File: config.mk
export PLATFORM = sky130hd
export DESIGN_NAME = dbb_txn_monitor
export DESIGN_NICKNAME = d
export VERILOG_FILES = /design/src/rtl/dbb_txn_monitor.sv
export SDC_FILE = /design/constraint.sdc
export NUM_CORES = 1
export LEC_CHECK = 0
export BUFFER_PORTS_ARGS = -buffer_cell sky130_fd_sc_hd__buf_2
export CAP_MARGIN = 20
export CORE_ASPECT_RATIO = 2
export CORE_MARGIN = 1
export CORE_UTILIZATION = 65
export DETAILED_ROUTE_END_ITERATION = 6
export GPL_TIMING_DRIVEN = 0
export PLACE_DENSITY = 0.86
export SYNTH_ARGS = -nofsm -noshare
export SYNTH_HDL_FRONTEND = slang
export SYNTH_SLANG_ARGS = --single-unit
File: constraint.sdc
create_clock -name clk -period 13 [get_ports clk]
set_input_delay 0.65 -clock clk [delete_from_list [all_inputs] [get_ports clk]]
set_output_delay 0.65 -clock clk [all_outputs]
set_load 0.05 [all_outputs]
File: src/rtl/dbb_txn_monitor.sv
// dbb_txn_monitor: passive DBB protocol monitor.
// Watches all five DBB channels and never drives the bus. It does four things:
//   - counts outstanding read and write bursts;
//   - checks each W burst length against the length of its AW request;
//   - runs a per-channel watchdog for handshake stalls and for valid drops;
//   - keeps sticky error flags, a one-cycle error pulse and the code of the
//     first error.
// Transaction IDs are carried for port compatibility only. Bursts are not
// tracked per ID.

module dbb_txn_monitor #(
  parameter  int DBB_ALEN_WIDTH      = 4,
  parameter  int DBB_AID_WIDTH       = 8,
  parameter  int DBB_MAX_OUTSTANDING = 32,
  parameter  int DBB_MAXWAITS        = 16,
  localparam int CNT_W               = $clog2(DBB_MAX_OUTSTANDING + 1)
) (
  input  logic                      clk,
  input  logic                      rst_n,
  input  logic                      en,
  input  logic                      clr_err,
  // write address channel
  input  logic                      awvalid,
  input  logic                      awready,
  input  logic [DBB_ALEN_WIDTH-1:0] awlen,
  input  logic [DBB_AID_WIDTH-1:0]  awid,
  // write data channel
  input  logic                      wvalid,
  input  logic                      wready,
  input  logic                      wlast,
  // write response channel
  input  logic                      bvalid,
  input  logic                      bready,
  input  logic [DBB_AID_WIDTH-1:0]  bid,
  // read address channel
  input  logic                      arvalid,
  input  logic                      arready,
  input  logic [DBB_ALEN_WIDTH-1:0] arlen,
  input  logic [DBB_AID_WIDTH-1:0]  arid,
  // read data channel
  input  logic                      rvalid,
  input  logic                      rready,
  input  logic                      rlast,
  input  logic [DBB_AID_WIDTH-1:0]  rid,
  // status
  output logic [CNT_W-1:0]          rd_outstanding,
  output logic [CNT_W-1:0]          wr_outstanding,
  output logic [CNT_W-1:0]          b_pending,
  output logic [7:0]                err_sticky,
  output logic                      err_pulse,
  output logic [2:0]                err_first,
  output logic                      idle
);

  localparam int PTR_W = (DBB_MAX_OUTSTANDING > 1) ? $clog2(DBB_MAX_OUTSTANDING) : 1;
  localparam int WB_W  = DBB_ALEN_WIDTH + 1;
  localparam int WD_W  = $clog2(DBB_MAXWAITS + 2);
  localparam int NCH   = 5;

  localparam logic [CNT_W-1:0] MAX_CNT  = CNT_W'(DBB_MAX_OUTSTANDING);
  localparam logic [PTR_W-1:0] LAST_PTR = PTR_W'(DBB_MAX_OUTSTANDING - 1);
  localparam logic [WD_W-1:0]  WD_ARM   = WD_W'(DBB_MAXWAITS);
  localparam logic [WD_W-1:0]  WD_LIMIT = WD_W'(DBB_MAXWAITS + 1);

  // Bit index of each error code inside err_sticky.
  typedef enum logic [2:0] {
    E_WLAST_EARLY   = 3'd0,
    E_WLAST_MISSING = 3'd1,
    E_WLAST_NO_AW   = 3'd2,
    E_B_UNEXPECTED  = 3'd3,
    E_R_UNEXPECTED  = 3'd4,
    E_OVF           = 3'd5,
    E_STALL         = 3'd6,
    E_VALID_DROP    = 3'd7
  } err_code_e;

  // IDs and the read length are not needed for burst accounting. They are
  // folded into one signal so that they are visibly consumed.
  logic unused_inputs;
  assign unused_inputs = ^{awid, bid, arid, rid, arlen};

  // ---------------------------------------------------------------------------
  // Handshake decode
  // ---------------------------------------------------------------------------
  logic aw_hs, w_hs, b_hs, ar_hs, rlast_hs;
  assign aw_hs    = awvalid & awready;
  assign w_hs     = wvalid  & wready;
  assign b_hs     = bvalid  & bready;
  assign ar_hs    = arvalid & arready;
  assign rlast_hs = rvalid  & rready & rlast;

  // Watchdog arrays use channel order AW, W, B, AR, R (index 0..4).
  logic [NCH-1:0] ch_valid, ch_ready;
  assign ch_valid = {rvalid, arvalid, bvalid, wvalid, awvalid};
  assign ch_ready = {rready, arready, bready, wready, awready};

  // ---------------------------------------------------------------------------
  // State
  // ---------------------------------------------------------------------------
  logic [DBB_ALEN_WIDTH-1:0] len_mem_q [DBB_MAX_OUTSTANDING];
  logic [PTR_W-1:0]          wr_ptr_q, wr_ptr_d;
  logic [PTR_W-1:0]          rd_ptr_q, rd_ptr_d;
  logic [CNT_W-1:0]          fifo_cnt_q, fifo_cnt_d;
  logic [WB_W-1:0]           wbeat_q, wbeat_d;
  logic [CNT_W-1:0]          wr_out_q, wr_out_d;
  logic [CNT_W-1:0]          rd_out_q, rd_out_d;
  logic [CNT_W-1:0]          b_pend_q, b_pend_d;
  logic [WD_W-1:0]           wd_q [NCH];
  logic [WD_W-1:0]           wd_d [NCH];
  logic [NCH-1:0]            waiting_q, waiting_d;
  logic [7:0]                err_sticky_q, err_sticky_d;
  logic                      err_pulse_q, err_pulse_d;
  logic [2:0]                err_first_q, err_first_d;
  logic                      idle_q, idle_d;

  // ---------------------------------------------------------------------------
  // Helpers
  // ---------------------------------------------------------------------------
  function automatic logic [PTR_W-1:0] next_ptr(input logic [PTR_W-1:0] p);
    return (p == LAST_PTR) ? '0 : p + 1'b1;
  endfunction

  // Saturating up/down counter step. A simultaneous increment and decrement
  // leaves the count unchanged.
  function automatic logic [CNT_W-1:0] count_upd(input logic [CNT_W-1:0] cur,
                                                 input logic             inc,
                                                 input logic             dec);
    logic [CNT_W-1:0] res;
    res = cur;
    if (inc && !dec) begin
      if (cur != MAX_CNT) res = cur + 1'b1;
    end else if (dec && !inc) begin
      if (cur != '0) res = cur - 1'b1;
    end
    return res;
  endfunction

  // Lowest set bit index; used to choose err_first when codes tie.
  function automatic logic [2:0] lowest_code(input logic [7:0] bits);
    logic [2:0] code;
    code = '0;
    for (int i = 7; i >= 0; i--) begin
      if (bits[i]) code = 3'(i);
    end
    return code;
  endfunction

  // ---------------------------------------------------------------------------
  // Write path: AW-length FIFO, W beat counter and burst-length checks
  // ---------------------------------------------------------------------------
  logic                      fifo_empty, fifo_full, len_avail;
  logic                      fifo_push, fifo_pop, bp_inc;
  logic                      w_early, w_missing, w_no_aw;
  logic [DBB_ALEN_WIDTH-1:0] head_len;

  // Resolve the length that governs the current W beat, then advance the FIFO
  // and the beat counter.
  // NOTE: every combinational output gets a default at the top of the block,
  // so no path can leave a value unassigned and infer a latch. Combinational
  // blocks use blocking '=' because later lines read the values computed
  // earlier. Flops use '<=' so that all of them update together at the edge.
  always_comb begin
    fifo_empty = (fifo_cnt_q == '0);
    fifo_full  = (fifo_cnt_q == MAX_CNT);
    // When the FIFO is empty, an AW in the same cycle supplies the length
    // directly.
    len_avail  = !fifo_empty || aw_hs;
    head_len   = fifo_empty ? awlen : len_mem_q[rd_ptr_q];

    w_early    = w_hs &&  wlast && len_avail && (wbeat_q <  WB_W'(head_len));
    w_missing  = w_hs && !wlast && len_avail && (wbeat_q == WB_W'(head_len));
    w_no_aw    = w_hs &&  wlast && !len_avail;
    bp_inc     = w_hs &&  wlast && len_avail;

    fifo_push  = aw_hs && !fifo_full;
    fifo_pop   = bp_inc || w_missing;

    wr_ptr_d   = fifo_push ? next_ptr(wr_ptr_q) : wr_ptr_q;
    rd_ptr_d   = fifo_pop  ? next_ptr(rd_ptr_q) : rd_ptr_q;

    fifo_cnt_d = fifo_cnt_q;
    if (fifo_push && !fifo_pop)      fifo_cnt_d = fifo_cnt_q + 1'b1;
    else if (!fifo_push && fifo_pop) fifo_cnt_d = fifo_cnt_q - 1'b1;

    wbeat_d = wbeat_q;
    if (w_hs) begin
      if (wlast || w_missing)  wbeat_d = '0;
      else if (wbeat_q != '1)  wbeat_d = wbeat_q + 1'b1;
    end
  end

  // Outstanding-burst and B-credit counters.
  always_comb begin
    wr_out_d = count_upd(wr_out_q, aw_hs,  b_hs);
    rd_out_d = count_upd(rd_out_q, ar_hs,  rlast_hs);
    b_pend_d = count_upd(b_pend_q, bp_inc, b_hs);
  end

  // ---------------------------------------------------------------------------
  // Per-channel stall watchdogs and valid-drop detection
  // ---------------------------------------------------------------------------
  logic [NCH-1:0] stall_hit, valid_drop;

  // A counter runs while valid is high and ready is low. It stops at the limit,
  // so each stall episode reports only once.
  always_comb begin
    for (int c = 0; c < NCH; c++) begin
      wd_d[c]      = '0;
      stall_hit[c] = 1'b0;
      if (ch_valid[c] && !ch_ready[c]) begin
        wd_d[c]      = (wd_q[c] == WD_LIMIT) ? wd_q[c] : wd_q[c] + 1'b1;
        stall_hit[c] = (wd_q[c] == WD_ARM);
      end
    end
    waiting_d  = ch_valid & ~ch_ready;
    valid_drop = waiting_q & ~ch_valid;
  end

  // ---------------------------------------------------------------------------
  // Error collection
  // ---------------------------------------------------------------------------
  logic [7:0] err_new, err_base;

  // Collect this cycle's error codes. An error raised in the same cycle as
  // clr_err survives the clear.
  always_comb begin
    err_new                  = '0;
    err_new[E_WLAST_EARLY]   = w_early;
    err_new[E_WLAST_MISSING] = w_missing;
    err_new[E_WLAST_NO_AW]   = w_no_aw;
    err_new[E_B_UNEXPECTED]  = b_hs && (b_pend_q == '0);
    err_new[E_R_UNEXPECTED]  = rlast_hs && (rd_out_q == '0);
    err_new[E_OVF]           = (aw_hs  && (fifo_full || (wr_out_q == MAX_CNT))) ||
                               (ar_hs  && (rd_out_q == MAX_CNT)) ||
                               (bp_inc && (b_pend_q == MAX_CNT));
    err_new[E_STALL]         = |stall_hit;
    err_new[E_VALID_DROP]    = |valid_drop;
    if (!en) err_new = '0;

    err_base     = clr_err ? 8'h00 : err_sticky_q;
    err_sticky_d = err_base | err_new;
    err_pulse_d  = |(err_new & ~err_base);
    err_first_d  = clr_err ? 3'd0 : err_first_q;
    if ((err_base == 8'h00) && (err_new != 8'h00)) err_first_d = lowest_code(err_new);
  end

  // Idle means no burst activity remains and no channel presents valid.
  always_comb begin
    idle_d = (wr_out_d == '0) && (rd_out_d == '0) && (b_pend_d == '0) &&
             (fifo_cnt_d == '0) && (wbeat_d == '0) && !(|ch_valid);
  end

  // ---------------------------------------------------------------------------
  // Registers
  // ---------------------------------------------------------------------------
  // Control and status state. Reset discards any burst in progress.
  always_ff @(posedge clk or negedge rst_n) begin
    if (!rst_n) begin
      wr_ptr_q     <= '0;
      rd_ptr_q     <= '0;
      fifo_cnt_q   <= '0;
      wbeat_q      <= '0;
      wr_out_q     <= '0;
      rd_out_q     <= '0;
      b_pend_q     <= '0;
      waiting_q    <= '0;
      err_sticky_q <= '0;
      err_pulse_q  <= 1'b0;
      err_first_q  <= '0;
      idle_q       <= 1'b1;
      for (int c = 0; c < NCH; c++) wd_q[c] <= '0;
    end else begin
      wr_ptr_q     <= wr_ptr_d;
      rd_ptr_q     <= rd_ptr_d;
      fifo_cnt_q   <= fifo_cnt_d;
      wbeat_q      <= wbeat_d;
      wr_out_q     <= wr_out_d;
      rd_out_q     <= rd_out_d;
      b_pend_q     <= b_pend_d;
      waiting_q    <= waiting_d;
      err_sticky_q <= err_sticky_d;
      err_pulse_q  <= err_pulse_d;
      err_first_q  <= err_first_d;
      idle_q       <= idle_d;
      for (int c = 0; c < NCH; c++) wd_q[c] <= wd_d[c];
    end
  end

  // AW-length storage.
  // NOTE: the length array has no reset. Entries are read only between the
  // pointers, and the pointers and the count are reset. Leaving the storage
  // unreset lets it map onto plain RAM or flops that have no reset network.
  always_ff @(posedge clk) begin
    if (fifo_push) len_mem_q[wr_ptr_q] <= awlen;
  end

  assign rd_outstanding = rd_out_q;
  assign wr_outstanding = wr_out_q;
  assign b_pending      = b_pend_q;
  assign err_sticky     = err_sticky_q;
  assign err_pulse      = err_pulse_q;
  assign err_first      = err_first_q;
  assign idle           = idle_q;

endmodule
---- After elaboration in Yosys (flattened, before gate mapping) ----
Memory sizes are Yosys's and may differ from the RTL's.
Index checks and enable logic that the tools add are counted.
Widths: inputs -> output; s select.
operators by class
  add/sub/neg operators ................... 16
  multipliers ............................. 0
  reductions and logical operators ........ 73
  div/mod/pow operators ................... 0
  shift operators ......................... 0
  equality and inequality tests ........... 26
  muxes and demuxes ....................... 49
  magnitude comparators ................... 1
  bitwise gates (word level) .............. 13
operators by type and width
  cell                 count
  $mux 6               14
  $mux 5               15
  $eq 5x5->1 const B   12
  $logic_not 6->1      7
  $add 5x1->5 const B  8
  $logic_and 1x1->1    32
  $mux 3               10
  $add 6x1->6 const B  4
  $eq 6x6->1 const B   4
  $sub 6x1->6 const B  4
  $ne 6x6->1 const B   3
  $reduce_bool 6->1    3
  $logic_not 1->1      17
  $mux 8               2
  $reduce_or 5->1      3
  $and 5x5->5          2
  $ne 2x2->1 const B   5
  $not 5->5            2
  $and 8x8->8          1
  $logic_not 8->1      1
  $not 8->8            1
  $or 8x8->8           1
  $reduce_bool 8->1    1
  $reduce_or 8->1      1
  other kinds (9)      25
storage, ports and cells
  output and inout port bits .............. 31
  bits in writable memories ............... 128
  memory bits (read-only) ................. 0
  register bits ........................... 82
  memories ................................ 1
  logic and storage cells ................. 196
  input port bits ......................... 56
  bits in latches ......................... 0
memory list
  memory     words  bits a word  rd ports  clocked after memory_dff  write ports  line  RTL
  len_mem_q  32     4            1         0                         1            100   logic [DBB_ALEN_WIDTH-1:0] len_mem_q [DBB_MAX_OUTSTANDING];

---- Longest topological paths before layout ----
  word-level depth ........................ 16
  gate-level depth with buffers ........... 17
  gate-level depth less buffers ........... 15

---- Least setup slack after synthesis ----
Ideal clock, no wire load.
  path kind ............................... flip-flop to flip-flop
  start ................................... register rd_ptr_q[0]
  end ..................................... register idle_q (netlist: idle)
  setup slack ............................. 8,228 ps
  library setup time ...................... 90 ps
  path buffers ............................ 3
  period minus slack after synthesis ...... 4,772 ps
  data arrival time ....................... 4,682 ps
  data required time ...................... 12,910 ps
  stages on the path, launching flop included .. 17
  cell sequence ........................... dfrtp_1 clkbuf_1 buf_1 mux4_2 mux4_2 mux2i_1 nor2_1 a21oi_1 ha_1 and3b_1 and3_1 o21a_1 buf_2 xnor2_1 or4b_1 or4_1 nor4_2
on the way
  cells in the longest elaborated chain, start to end .. 12
  elaborated cells between the ends (all ways) .. 18
  those cells by class .................... 1 x eq/ne; 5 x mux; 11 x reduce/logical; 1 x memory
ends and longest elaborated chain
  what                                                         line      RTL
  from (decl)                                                  102       logic [PTR_W-1:0] rd_ptr_q, rd_ptr_d;
  from (signal assigned)                                       274       rd_ptr_q <= rd_ptr_d;
  $mem_v2 32x4 (*)                                             --
  $mux 4 (*)                                                   168       head_len = fifo_empty ? awlen : len_mem_q[rd_ptr_q];
  $eq 5x4->1 (*)                                               171       w_missing = w_hs && !wlast && len_avail && (wbeat_q == WB_W'(head_len));
  $logic_and 1x1->1 (*)                                        171
  $logic_or 1x1->1 (*)                                         176       fifo_pop = bp_inc || w_missing;
  $logic_and 1x1->1 / $logic_not 1->1 (equally long branches)  183, 182
  $mux 6 / $logic_and 1x1->1 (equally long branches)           183, 182
  $mux 6 (*)                                                   182       if (fifo_push && !fifo_pop) fifo_cnt_d = fifo_cnt_q + 1'b1;
  via fifo_cnt_d[0]                                            103       logic [CNT_W-1:0] fifo_cnt_q, fifo_cnt_d;
  $logic_not 6->1 (*)                                          250       (fifo_cnt_d == '0) && (wbeat_d == '0) && !(|ch_valid);
  $logic_and 1x1->1 (*)                                        249       idle_d = (wr_out_d == '0) && (rd_out_d == '0) && (b_pend_d == '0) &&
  $logic_and 1x1->1 (*) (2 in series)                          250
  via idle_d                                                   114       logic idle_q, idle_d;
  to (signal assigned)                                         284       idle_q <= idle_d;
  to (decl)                                                    114
Mark *: on every way through the listed nets, which the timed path passes. The rest lies on a longest branch.
A chain may end at the register's enable or synchronous reset.

---- Worst setup path after layout ----
Ends and elaborated chain as after synthesis.

==> metrics <==
status complete, no violations; All-Layer GR Usage between 30 and 40%; mapped cell area slightly above 10,000 µm²; Final #Nets about 1,000; DR top layer met4; Fmax achieved ~170 MHz; die height ~180 µm; Crit path arrival time 6.37 ns; crit-path max cell delay between 0.8 and 0.9 ns; I/O Buffers 50; H-tree depth 1; hold path cells 4; # setup viols final 0; I/O pin count 87; Syn Nets between 900 and 1,000; Slew @ Worst Pin 1.08 ns; biggest area consumer among synthesized cells edfxtp_1; Synth area leaders edfxtp_1, dfrtp_1, mux4_2; sequential area share after synthesis 57.3%; ys async rst share about two fifths; Hold Path End err_first[2]$_DFFE_PN0P_; Post-DRT Antenna Nets 0; chip width around 91 µm; Total Wirelength between 20,000 and 25,000 µm; P per Cell Area approximately 200 nW/µm²; Num Clock Sinks 210; Slew headroom approximately 28%; R2R depth 16; Final Hold Vio Count 0; initial antenna violation count 0; met1 wire length between 7000 and 8000 µm; Initial Util around two thirds; clk slew on worst S/H paths 0.07 ns; Met3 Routed Length 1200 µm; Met2 Wirelength 13,400 µm; Synth Area per Inst 12.4 µm²; drt first pass iters 4; setup tns final 0 ns; Critical Path RT roughly 13 ns; largest net degree at the start of global routing 71; Critical Path Slowest Stage Cell buf_1; post_cts resized 0; ratio of cells with drive above 1 in the final layout between 15 and 20%; GR Overflow Total 0; TritonCTS Buffers 19; first-pass GRT wire length 38,100 µm; Clock Skew roughly 0.022 ns; fin. max-slew vios 0; reg-to-reg startpoint rd_ptr_q[0]$_DFFE_PN0P_; most used cell, CP mux4_2; routability cong. between 0.9 and 1; number of global-route vias before repair ~7,300; CORE AREA around 15,000 µm²; critical-path maximum fanout 10; Die ar. ~16,000 µm²; wire length per cell roughly 21 µm; CP Launch Type flop; worst-case clock buffer depth 3; routed vias between 7,000 and 8,000; YS warnings 0; critical-path cell list clkbuf_1 > buf_1 > mux4_2 > mux4_2 > mux2i_1 > nor2_1 > a21oi_1 > ha_1 > and3b_1 > and3_1 > o21ai_0 > buf_2 > nand4_1 > o211a_1 > or4_1 > nor4_2; final hold slack approximately 0.50 ns; Static Leak between 0.004 and 0.005 µW; maximum VDD drop roughly 0.13 mV; reg2reg setup slack just over 7 ns; Worst Setup End Kind flop; ys flop type edfxtp_1; Root Driver clkbuf_16; CTS tree built; Vias/cell approximately 6.4; Diodes inserted 0; Hold Path Class input pin to flop; worst skew pair latency approximately 0.5 ns; Yosys top cell area share 37.4%; number of distinct library cells after synthesis 75; row cnt 64; Maximum Capacitance Violations 0; RSZ-0062 raised after global routing no; post-synthesis instance total 832; DRC 0; kind of critical path flop to flop; hpwl dp 17,000 µm; flops & latches, synth 210; Period minus WS final 5.96 ns; DR iter-0 viols 446; EDFF count, synth between 100 and 150; Period Utilization, post-route a little under half; Synth-to-Final Area Change 11.3%; beginning of the worst hold path clr_err; Worst R2R End idle$_DFF_PN1_
## cells in the mapped netlist, types with 17 or more instances
cell type / instances
edfxtp_1: 128
nor2_1: 89
dfrtp_1: 81
nand2_1: 61
inv_1: 47
nand3_1: 43
mux4_2: 40
ha_1: 38
o21ai_0: 36
a21oi_1: 30
nor3_1: 21
clkbuf_1: 17
## report_power, final
| group | internal, µW | switching (µW) |
|---|---|---|
| Clock | 313 | 250 |
| Combinational | 310 | 513 |
| Sequential | 778 | 73.0 |
## cell type report
cell class	count	area, µm²
buffer	34	146
clock buffer	20	479
clock inverter	14	146
fill	1023	3920
inverter	47	176
multi-input combinational	541	4070
sequential	210	5900
tap	198	248
timing repair buffer	52	290
## sequential cells by signal, indices dropped and copies added (netlist names)
signal	flops
wr_outstanding	6
idle	1
b_pending	6
len_mem_q	128
wd_q	25
err_sticky	8
wr_ptr_q	5
err_first	3
waiting_q	5
wbeat_q	5
err_pulse	1
fifo_cnt_q	6
rd_outstanding	6
rd_ptr_q	5
## layout by cell type, fill, tap and decap left out, types with 19 or more instances in the layout
| cell | instances |
|---|---|
| edfxtp_1 | 128 |
| nor2_1 | 89 |
| dfrtp_1 | 81 |
| nand2_1 | 61 |
| buf_2 | 57 |
| inv_1 | 47 |
| nand3_1 | 43 |
| mux4_2 | 40 |
| ha_1 | 38 |
| o21ai_0 | 36 |
| a21oi_1 | 30 |
| nor3_1 | 21 |
| clkbuf_16 | 19 |
## what timing repair did
action                    CTS  global route
buffers inserted            0             0
hold endpoints to repair   11             0
hold buffers                1             0
## worst max-delay path: cells and delay by family (launching register included)
| kind | cells | cell delay, ns |
|---|---|---|
| AO/OA/AOI/OAI | 3 | 0.82 |
| adder cells (fa/ha/maj) | 1 | 0.27 |
| flip-flops | 1 | 0.37 |
| multiplexers | 3 | 1.33 |
| buffers and inverters | 3 | 1.61 |
| AND/OR/NAND/NOR | 6 | 1.48 |
## per-layer routing
layer / GRT usage (%) / up-vias
li1: - / 3250
met1: 32.3 / 3538
met2: 57.5 / 297
met3: 3.47 / 88
met4: 15.9 / 0
met5: 0 / -
## worst max path at each step
stage	cells after the start	endpoint	slack [ns]	from
2_1_floorplan	16	idle$_DFF_PN1_	8.23	rd_ptr_q[0]$_DFFE_PN0P_
3_3_place_gp	16	idle$_DFF_PN1_	7.28	rd_ptr_q[0]$_DFFE_PN0P_
3_5_place_dp	16	idle$_DFF_PN1_	7.16	rd_ptr_q[0]$_DFFE_PN0P_
4_1_cts	16	idle$_DFF_PN1_	7.08	rd_ptr_q[0]$_DFFE_PN0P_
5_1_grt	16	idle$_DFF_PN1_	6.81	rd_ptr_q[0]$_DFFE_PN0P_
6_report	16	idle$_DFF_PN1_	7.04	rd_ptr_q[0]$_DFFE_PN0P_
## logic make-up (layout without fill, tap and decap cells)
| family | Yosys count | count (layout) | synth area share [%] |
|---|---|---|---|
| and+or+nand+nor | 301 | 301 | 14.8 |
| DFF | 210 | 210 | 57.3 |
| AOI/OAI and AO/OA | 123 | 123 | 7.82 |
| buffers and inverters | 81 | 167 | 3.14 |
| muxes | 53 | 53 | 10.1 |
| adders and majority gates | 38 | 38 | 4.62 |
| xor gates and xnor gates | 26 | 26 | 2.21 |
## per-stage QoR
step	area [µm²]	power, µW	setup WS (ns)	instances	util (%)
after floorplan	10300	1450	8.23	832	-
after global placement	10800	1640	7.28	1080	70.1
after detailed placement	10800	1670	7.16	1081	70.3
after CTS	11500	2240	7.08	1116	74.5
after global routing	11500	2340	6.81	1116	74.5
final	11500	2240	7.04	1116	74.5
Note: power is estimated with default switching activity, not from simulation.
